**src/rtl/lbuf_pkg.sv**
```systemverilog
// Shared definitions for the line-buffer saturating adder: per-beat lane operation codes.
package lbuf_pkg;

  typedef logic [1:0] mode_t;

  localparam mode_t MODE_SAT_SD = 2'b00;
  localparam mode_t MODE_SAT_UU = 2'b01;
  localparam mode_t MODE_WRAP   = 2'b10;
  localparam mode_t MODE_SUB_UU = 2'b11;

endpackage

```
**src/rtl/lbuf_sadd_pipe_if.sv**
```systemverilog
// Valid/ready beat bus of the saturating adder: input beat side and result side in one bundle.
interface lbuf_sadd_pipe_if
  import lbuf_pkg::*;
#(
  parameter int LANES = 4,
  parameter int LW    = 8
);

  logic                  in_valid;
  logic                  in_ready;
  mode_t                 in_mode;
  logic [LANES*LW-1:0]   in_a;
  logic [LANES*LW-1:0]   in_b;
  logic                  out_valid;
  logic                  out_ready;
  logic [LANES*LW-1:0]   out_z;
  logic [LANES-1:0]      out_sat;

  // master = producer of input beats and consumer of results; slave = the adder
  modport master (
    output in_valid, in_mode, in_a, in_b, out_ready,
    input  in_ready, out_valid, out_z, out_sat
  );

  modport slave (
    input  in_valid, in_mode, in_a, in_b, out_ready,
    output in_ready, out_valid, out_z, out_sat
  );

endinterface

```
**src/rtl/lbuf_sadd_lane.sv**
```systemverilog
// One combinational lane: (a, b, mode) -> clamped/wrapped result and saturation flag.
module lbuf_sadd_lane
  import lbuf_pkg::*;
#(
  parameter int LW = 8
) (
  input  logic [LW-1:0] a,
  input  logic [LW-1:0] b,
  input  mode_t         mode,
  output logic [LW-1:0] z,
  output logic          sat
);

  logic [LW-1:0] b_op;
  logic          ci;
  logic [LW:0]   sum;
  logic          co;
  logic [LW-1:0] s;

  always_comb begin
    // NOTE: every output of a combinational block gets a default first so no path can infer a latch.
    b_op = b;
    ci   = 1'b0;
    z    = '0;
    sat  = 1'b0;

    if (mode == MODE_SUB_UU) begin
      b_op = ~b;
      ci   = 1'b1;
    end

    sum = {1'b0, a} + {1'b0, b_op} + (LW+1)'(ci);
    co  = sum[LW];
    s   = sum[LW-1:0];

    unique case (mode)
      MODE_SAT_SD: begin
        // carry out disagreeing with the delta's sign means we left [0, max]; carry picks the rail
        sat = co ^ b[LW-1];
        z   = sat ? {LW{co}} : s;
      end
      MODE_SAT_UU: begin
        sat = co;
        z   = sat ? {LW{1'b1}} : s;
      end
      MODE_WRAP: begin
        sat = 1'b0;
        z   = s;
      end
      MODE_SUB_UU: begin
        sat = ~co;
        z   = sat ? '0 : s;
      end
      default: begin
        sat = 1'b0;
        z   = s;
      end
    endcase
  end

endmodule

```
**src/rtl/lbuf_sadd_pipe.sv**
```systemverilog
// Two-stage valid/ready pipelined multi-lane saturating adder with a saturating-beat counter.
module lbuf_sadd_pipe
  import lbuf_pkg::*;
#(
  parameter int LANES = 4,
  parameter int LW    = 8,
  parameter int CNTW  = 16
) (
  input  logic                 sys_clk,
  input  logic                 reset,
  lbuf_sadd_pipe_if.slave      bus,
  input  logic                 cnt_clr,
  output logic [CNTW-1:0]      sat_cnt
);

  logic                s1_valid;
  mode_t               s1_mode;
  logic [LANES*LW-1:0] s1_a;
  logic [LANES*LW-1:0] s1_b;

  logic                s2_valid;
  logic [LANES*LW-1:0] s2_z;
  logic [LANES-1:0]    s2_sat;

  logic [LANES*LW-1:0] lane_z;
  logic [LANES-1:0]    lane_sat;

  logic s1_adv;
  logic s2_adv;

  // a stage may load whenever it is empty or its content moves on this cycle
  assign s2_adv       = ~s2_valid | bus.out_ready;
  assign s1_adv       = ~s1_valid | s2_adv;
  assign bus.in_ready = s1_adv;

  assign bus.out_valid = s2_valid;
  assign bus.out_z     = s2_z;
  assign bus.out_sat   = s2_sat;

  for (genvar i = 0; i < LANES; i++) begin : g_lane
    lbuf_sadd_lane #(.LW(LW)) u_lane (
      .a    (s1_a[i*LW +: LW]),
      .b    (s1_b[i*LW +: LW]),
      .mode (s1_mode),
      .z    (lane_z[i*LW +: LW]),
      .sat  (lane_sat[i])
    );
  end

  always_ff @(posedge sys_clk) begin
    if (reset) begin
      // NOTE: data registers are reset as well so out_z/out_sat read 0 straight out of reset.
      s1_valid <= 1'b0;
      s1_mode  <= MODE_SAT_SD;
      s1_a     <= '0;
      s1_b     <= '0;
      s2_valid <= 1'b0;
      s2_z     <= '0;
      s2_sat   <= '0;
    end else begin
      if (s1_adv) begin
        s1_valid <= bus.in_valid;
        if (bus.in_valid) begin
          s1_mode <= bus.in_mode;
          s1_a    <= bus.in_a;
          s1_b    <= bus.in_b;
        end
      end
      if (s2_adv) begin
        s2_valid <= s1_valid;
        if (s1_valid) begin
          s2_z   <= lane_z;
          s2_sat <= lane_sat;
        end
      end
    end
  end

  // clear wins over a same-cycle counted handshake; the count sticks at all-ones
  always_ff @(posedge sys_clk) begin
    if (reset || cnt_clr) begin
      sat_cnt <= '0;
    end else if (bus.out_valid && bus.out_ready && (|bus.out_sat) && (sat_cnt != {CNTW{1'b1}})) begin
      sat_cnt <= sat_cnt + CNTW'(1);
    end
  end

endmodule
```
**src/flat_wrapper.sv**
```systemverilog
// flat-port wrapper written by rule: the top's interface ports become plain ports
module lbuf_sadd_pipe_flat import lbuf_pkg::*;
#(
  parameter int LANES = 4,
  parameter int LW    = 8,
  parameter int CNTW  = 16
)
  (sys_clk, reset, cnt_clr, sat_cnt, bus_in_valid, bus_in_mode, bus_in_a, bus_in_b, bus_out_ready, bus_in_ready, bus_out_valid, bus_out_z, bus_out_sat);
  lbuf_sadd_pipe_if #(.LANES(LANES), .LW(LW)) bus_i ();
  input  logic sys_clk;
  input  logic reset;
  input  logic cnt_clr;
  output logic [CNTW-1:0] sat_cnt;
  input wire logic [$bits(bus_i.in_valid)-1:0] bus_in_valid;
  input wire logic [$bits(bus_i.in_mode)-1:0] bus_in_mode;
  input wire logic [$bits(bus_i.in_a)-1:0] bus_in_a;
  input wire logic [$bits(bus_i.in_b)-1:0] bus_in_b;
  input wire logic [$bits(bus_i.out_ready)-1:0] bus_out_ready;
  output wire logic [$bits(bus_i.in_ready)-1:0] bus_in_ready;
  output wire logic [$bits(bus_i.out_valid)-1:0] bus_out_valid;
  output wire logic [$bits(bus_i.out_z)-1:0] bus_out_z;
  output wire logic [$bits(bus_i.out_sat)-1:0] bus_out_sat;
  assign bus_i.in_valid = bus_in_valid;
  assign bus_i.in_mode = bus_in_mode;
  assign bus_i.in_a = bus_in_a;
  assign bus_i.in_b = bus_in_b;
  assign bus_i.out_ready = bus_out_ready;
  assign bus_in_ready = bus_i.in_ready;
  assign bus_out_valid = bus_i.out_valid;
  assign bus_out_z = bus_i.out_z;
  assign bus_out_sat = bus_i.out_sat;
  lbuf_sadd_pipe #(.LANES(LANES), .LW(LW), .CNTW(CNTW)) u_core (.sys_clk(sys_clk), .reset(reset), .bus(bus_i), .cnt_clr(cnt_clr), .sat_cnt(sat_cnt));
endmodule
```
**config.mk**
```make
export PLATFORM = sky130hd
export DESIGN_NAME = lbuf_sadd_pipe_flat
export DESIGN_NICKNAME = d
export VERILOG_FILES = /design/src/rtl/lbuf_pkg.sv /design/src/rtl/lbuf_sadd_pipe_if.sv /design/src/rtl/lbuf_sadd_lane.sv /design/src/rtl/lbuf_sadd_pipe.sv /design/src/flat_wrapper.sv
export SDC_FILE = /design/constraint.sdc
export NUM_CORES = 1
export LEC_CHECK = 0
export CORE_ASPECT_RATIO = 1.4
export CORE_MARGIN = 2
export CORE_UTILIZATION = 50
export DETAILED_ROUTE_END_ITERATION = 16
export GPL_TIMING_DRIVEN = 0
export PLACE_DENSITY = 0.85
export SLEW_MARGIN = 5
export SYNTH_ARGS = -nofsm -noshare
export SYNTH_HDL_FRONTEND = slang
export SYNTH_SLANG_ARGS = --single-unit
```
**constraint.sdc**
```tcl
create_clock -name sys_clk -period 4.15 [get_ports sys_clk]
set_input_delay 0.415 -clock sys_clk [delete_from_list [all_inputs] [get_ports sys_clk]]
set_output_delay 0.415 -clock sys_clk [all_outputs]
set_load 0.005 [all_outputs]
```
==> impl_results.md, run 1 <==
- Met3 usage: 0.0426
- Dpl cells: 1060
- Cells along the critical path: buf_2 -> nand2_2 -> buf_2 -> buf_1 -> xnor2_1 -> fa_1 -> a21o_1 -> a21oi_1 -> o21ai_1 -> a21bo_1 -> buf_2 -> nor4_1 -> mux2_2 -> nor4_2
- Worst path arrival time: between 4000 and 5000 ps
- Min Tclk post-route: 3790 ps
- Leak: 3.27 nW
- Chip Width: 99.2 um
- Largest net degree at the start of global routing: 17
- Max frequency: 264 MHz
- Initial antenna violation count: 0
- Status: completed
- R2R Setup Slk: 360 ps
- Slew HR: 0.402
- Routed vias: roughly 6100
- Total Power: 3.20 mW
- Most Used Layer, Global Route: met2
- GR Overflow Total: 0
- Final HPWL DP: 12900 um
- CP max stage delay: 630 ps
- Standard-cell rows: 48
- P&R area growth vs syn: 31.7%
- Share of async-settable or async-resettable flops after synthesis: 0
- Slowest stage cell, crit path: buf_1
- WL per Instance: 15.8 um
- Setup Buffers After CTS: 0
- Grt met1 use: 0.286
- Syn nets: a little under 900
- Resized Gates After CTS: 0
- Largest area contributor in the netlist: dfxtp_1
- Multi-input logic area: approximately 3700 um^2
- Syn Std Cell Area: 6340 um^2
- Initial Util: 0.513
- Buffers added on ports: ~120
- Seq cells post-synth: 120
- Vias per cell: 5.55
- DRC viols: 0
- Setup TNS: 0 ps
- Gr usage total: 0.254
- CP startpoint kind: register
- Antenna viol nets, final: 0
- Die Ht: 137 um
- Synth unique cells: 68
- TritonRoute pass-1 iters: 5
- Worst ir drop on vdd: about 260 uV
- Final setup viols: 0
- Nets: 1037
- I/O pin count: 125
- H-tree Lvls: 4
- Clock latency of the later-clocked register in the worst-skew pair: roughly 410 ps
- Period utilization: 0.912
- Number of synthesized flops with an enable pin: 0
- Vias in the first global route: 5953
- Synth top area cells: dfxtp_1 (38%), nand2_1 (10%), a21oi_1 (8.3%)
- Clock sink total: 120
- Mean Syn Cell Area: 8.07 um^2
- Post-synth top area share: 0.379
- GR Util met2: 0.462
- FF+latch area: 2400 um^2
- Cts hold-fix bufs: 0
- Clock tree root buffer cell: clkbuf_16
- Filler cells: 974
- Num CTS Buffers: 17
- Fin util: 0.675
- Synthesis Warnings: 0
- Worst-path clk slew: 50 ps
- Critical path required time: 4410 ps
- Worst Hold Class: register to register
- DRT iter0 DRCs: 349
- Critical path class: register to register
- Max Buffers Root-to-Sink: 2
- Worst-path fanout max: 10
- RSZ-0062 raised after global routing: no
- Pwr dens: roughly 380 nW/um^2
- Core Box Area: 12400 um^2
- Final Routed Wirelength: 17200 um
- Final std cells w/o fill: 1091
- Sequential share of the synthesized area: 0.379
- Tightest Pin Transition: 897 ps
- GP Congestion: 0.927
- CTS tree: built
- Max-Cap Viols: 0
- Hold slack: roughly 450 ps
- Global-route wire length before repair: 27600 um
- Crit end category: register
- Max-slew violations: 0
- Clock skew: 7.84 ps
- # diodes: 0
- Most used DFF post-synth: dfxtp_1
- CP most frequent cell: buf_2
- Share of layout cells above drive strength 1: 0.0574
- Final count of hold timing violations: 0
- Gate Count Post-Synth: 786
- Die ar.: 13600 um^2
[layout by cell type (no fill, tap or decap), drive strengths merged, types with 5 or more instances in the layout]
master         count
buf               10
nand2b             5
xnor2             46
nand3             10
nor2              57
clkinv             5
dfxtp            120
inv               12
clkdlybuf4s50    124
a311oi             5
and2               6
a211oi             9
nor3              12
a21oi            107
nand4              5
ha                33
o21ai             24
mux2i              5
nand2            178
o21a               8
o211ai            13
clkbuf            55
xor2              21
nor2b              8
[metal layers]
layer | wire length [um] | vias up
li1 | - | 2994
met1 | 6980 | 2780
met2 | 8680 | 240
met3 | 966 | 39
met4 | 567 | 0
met5 | 0 | -
[cell families after synthesis]
group | share of synthesized area
mux | 0.00967
fa+ha+maj | 0.0777
flops | 0.379
xor+xnor | 0.0925
compound gates | 0.202
buf+inv | 0.0335
simple gates | 0.206
[final cells by class]
cell class	instances	share of cell area
timing repair buffer	124	0.149
clock inverter	8	0.0114
buffer	42	0.0196
inverter	13	0.00584
multi-input combinational	611	0.446
tap	150	0.0225
clock buffer	23	0.0584
sequential	120	0.288
[per-stage QoR]
stage	instance area (um^2)	worst slack, ps
final	8350	364
after global routing	8350	72.2
after CTS	8350	384
after detailed placement	7770	422
after global placement	7770	423
after floorplan	6340	987
[report_power, final]
group	internal (mW)	switching [mW]	total (mW)
Sequential	1.21	0.0442	1.26
Clock	0.939	0.507	1.45
Combinational	0.235	0.257	0.492
[critical path: cells and delay by family, from the launching register on]
kind | cells | cell delay [ps]
and+or+nand+nor | 3 | 310
xor gates and xnor gates | 1 | 240
buffers and inverters | 4 | 1290
adders and majority gates | 1 | 480
muxes | 1 | 210
AOI/OAI and AO/OA | 4 | 810
DFF | 1 | 290
[flip-flops by register name, summed over array words and instances, names as in the netlist]
name                  cells
u_core.bus.out_z         32
u_core.s1_valid           1
u_core.s1_mode            2
u_core.bus.out_valid      1
u_core.s1_b              32
u_core.bus.out_sat        4
u_core.s1_a              32
u_core.sat_cnt           16
[cell usage after synthesis (6+ instances only)]
cell      count
nand2_1     177
a211oi_1      8
clkbuf_1     32
xnor2_1      46
o211ai_1     12
nand3_1      10
a21oi_1     105
dfxtp_1     120
ha_1         33
nor2_1       56
and2_1        6
nor3_1       10
o21a_1        7
o21ai_0      18
nor2b_1       8
inv_1        11
xor2_1       21
[path summary, 6_finish.rpt]
kind,to,startpoint,cells after the start
setup / recovery,u_core.bus.out_z[23],u_core.s1_mode[1],14
hold / removal,u_core.bus.out_z[24],u_core.bus.out_z[24],2
setup reg to reg,u_core.bus.out_z[23],u_core.s1_mode[1],14
hold reg to reg,u_core.bus.out_z[24],u_core.bus.out_z[24],2
Note: power is estimated with default switching activity, not from simulation.
==> inputs of run 2 (changes only) <==
--- a/config.mk
+++ b/config.mk
@@ -11,7 +11,7 @@
 export DETAILED_ROUTE_END_ITERATION = 16
 export GPL_TIMING_DRIVEN = 0
 export PLACE_DENSITY = 0.85
-export SLEW_MARGIN = 5
+export SETUP_SLACK_MARGIN = 0.4
 export SYNTH_ARGS = -nofsm -noshare
 export SYNTH_HDL_FRONTEND = slang
 export SYNTH_SLANG_ARGS = --single-unit
==> impl_results.md, run 2 (synthesis gave the netlist of run 1 again) <==
- Final std cells w/o fill: 1091
- DRT iter0 DRCs: 339
- Vias in the first global route: 5950
- Worst-path clk slew: 50 ps
- Worst Hold Path EP: u_core.bus.out_z[24]
- CP most frequent cell: buf_2
- # diodes: 0
- Largest net degree at the start of global routing: 17
- Grt met1 use: 0.286
- Die Ht: around 140 um
- Worst path arrival time: 3730 ps
- R2R Setup Slk: 680 ps
- Clock skew: 6.59 ps
- Min Tclk post-route: roughly 3500 ps
- P&R area growth vs syn: 31.8%
- GR Overflow Total: 0
- R2R cell count: 14
- Gr usage total: 0.254
- Hold path start: u_core.bus.out_z[24]
- Met3 usage: 0.0426
- Period utilization: 0.835
- Standard-cell rows: 48
- Worst ir drop on vdd: 262 uV
- CP startpoint kind: register
- Num CTS Buffers: 17
- Critical path required time: 4410 ps
- Crit end category: register
- Clock tree root buffer cell: clkbuf_16
- Chip Width: 99.2 um
- CP max stage delay: 460 ps
- CTS tree: built
- Reg2reg end: u_core.bus.out_z[23]
- Max Buffers Root-to-Sink: 2
- Clock latency of the later-clocked register in the worst-skew pair: 410 ps
- Total Power: 3.20 mW
- Cells along the critical path: buf_2 -> nand2_2 -> buf_2 -> buf_2 -> xnor2_1 -> fa_1 -> a21o_1 -> a21oi_1 -> o21ai_1 -> a21bo_1 -> buf_2 -> nor4_1 -> mux2_2 -> nor4_2
- Tightest Pin Transition: about 760 ps
- Final HPWL DP: between 10000 and 15000 um
- TritonRoute pass-1 iters: 5
- RSZ-0062 raised after global routing: no
- Clock sink total: 120
- Setup TNS: 0 ps
- WL per Instance: 15.8 um
- Most common cell after layout, fill and taps aside: nand2_1
- Most Used Layer, Global Route: met2
- Routed vias: 6031
- GR Util met2: 0.464
- Worst R2R Start: u_core.s1_mode[1]
- Die ar.: about 14000 um^2
- Buffers added on ports: 124
- Vias per cell: ~5.5
- Max-Cap Viols: 0
- Leak: 3.27 nW
- Final count of hold timing violations: 0
- Worst-path fanout max: 10
- Final Routed Wirelength: 17300 um
- Final setup viols: 0
- Max-slew violations: 0
- Dpl cell area: 7770 um^2
- Worst Hold Class: register to register
- Final instance area: 8360 um^2
- Initial Util: 0.513
- Commonest cells after routing, fill and taps aside: nand2_1 (177), clkdlybuf4s50_1 (124), dfxtp_1 (120)
- Status: completed
- I/O pin count: 125
- Slowest stage cell, crit path: fa_1
- GP Congestion: 0.927
- Critical path class: register to register
- Slew HR: 0.496
- H-tree Lvls: 4
- Hold Crit Depth: 2
- Antenna viol nets, final: 0
- Share of layout cells above drive strength 1: 0.0595
- Nets: 1037
- Cts hold-fix bufs: 0
- Global-route wire length before repair: approximately 28000 um
- Max frequency: between 200 and 300 MHz
- Initial antenna violation count: 0
- Pwr dens: roughly 380 nW/um^2
- Dpl cells: 1060
- DRC viols: 0
- Core Box Area: approximately 12000 um^2
-- run 2: cell counts in the layout (fill, tap and decap cells not counted) --
No cell type changed its count.
-- run 2: through the flow --
step / hold slack (ps) / util / worst slack, ps
floorplan: 441 / - / 987
global placement: 441 / 0.628 / 423
detailed placement: 444 / 0.628 / 422
CTS: 454 / 0.675 / 712
global route: 471 / 0.675 / 409
finish: 452 / 0.675 / 684
-- run 2: critical path: cells and delay by family, from the launching register on --
kind | cells | cell delay (ps)
AO/OA/AOI/OAI | 4 | 810
XOR/XNOR | 1 | 170
adder cells (fa/ha/maj) | 1 | 460
buffers and inverters | 4 | 1060
flip-flops | 1 | 290
multiplexers | 1 | 210
AND/OR/NAND/NOR | 3 | 320
-- run 2: worst max path at each step --
stage	slack [ps]	endpoint	start
2_1_floorplan	990	u_core.bus.out_z[28]	u_core.s1_mode[1]
3_3_place_gp	420	u_core.bus.out_z[23]	u_core.s1_mode[1]
3_5_place_dp	420	u_core.bus.out_z[23]	u_core.s1_mode[1]
4_1_cts	710	u_core.bus.out_z[31]	u_core.s1_mode[1]
5_1_grt	410	u_core.bus.out_z[2]	u_core.s1_mode[1]
6_report	680	u_core.bus.out_z[23]	u_core.s1_mode[1]
-- run 2: power breakdown --
part	switching (mW)	internal, mW	leakage [nW]	total [mW]
clock network	0.509	0.939	0.285	1.45
registers	0.0444	1.21	0.984	1.26
logic	0.258	0.235	2.00	0.493
-- run 2: final cells by class --
type	count	area, um^2
fill	975	4020
multi-input combinational	611	3730
sequential	120	2400
timing repair buffer	124	1240
clock buffer	23	488
tap	150	188
buffer	42	166
clock inverter	8	95.1
inverter	13	48.8
-- run 2: repair_timing --
action,CTS,global route
endpoints found under the setup margin,2,1
buffers inserted,0,0
gates resized for setup,1,3
-- run 2: layer usage --
layer | vias up | share of wire
met5 | - | 0
met1 | 2777 | 0.41
met2 | 224 | 0.50
met4 | 0 | 0.031
li1 | 2992 | -
met3 | 38 | 0.055
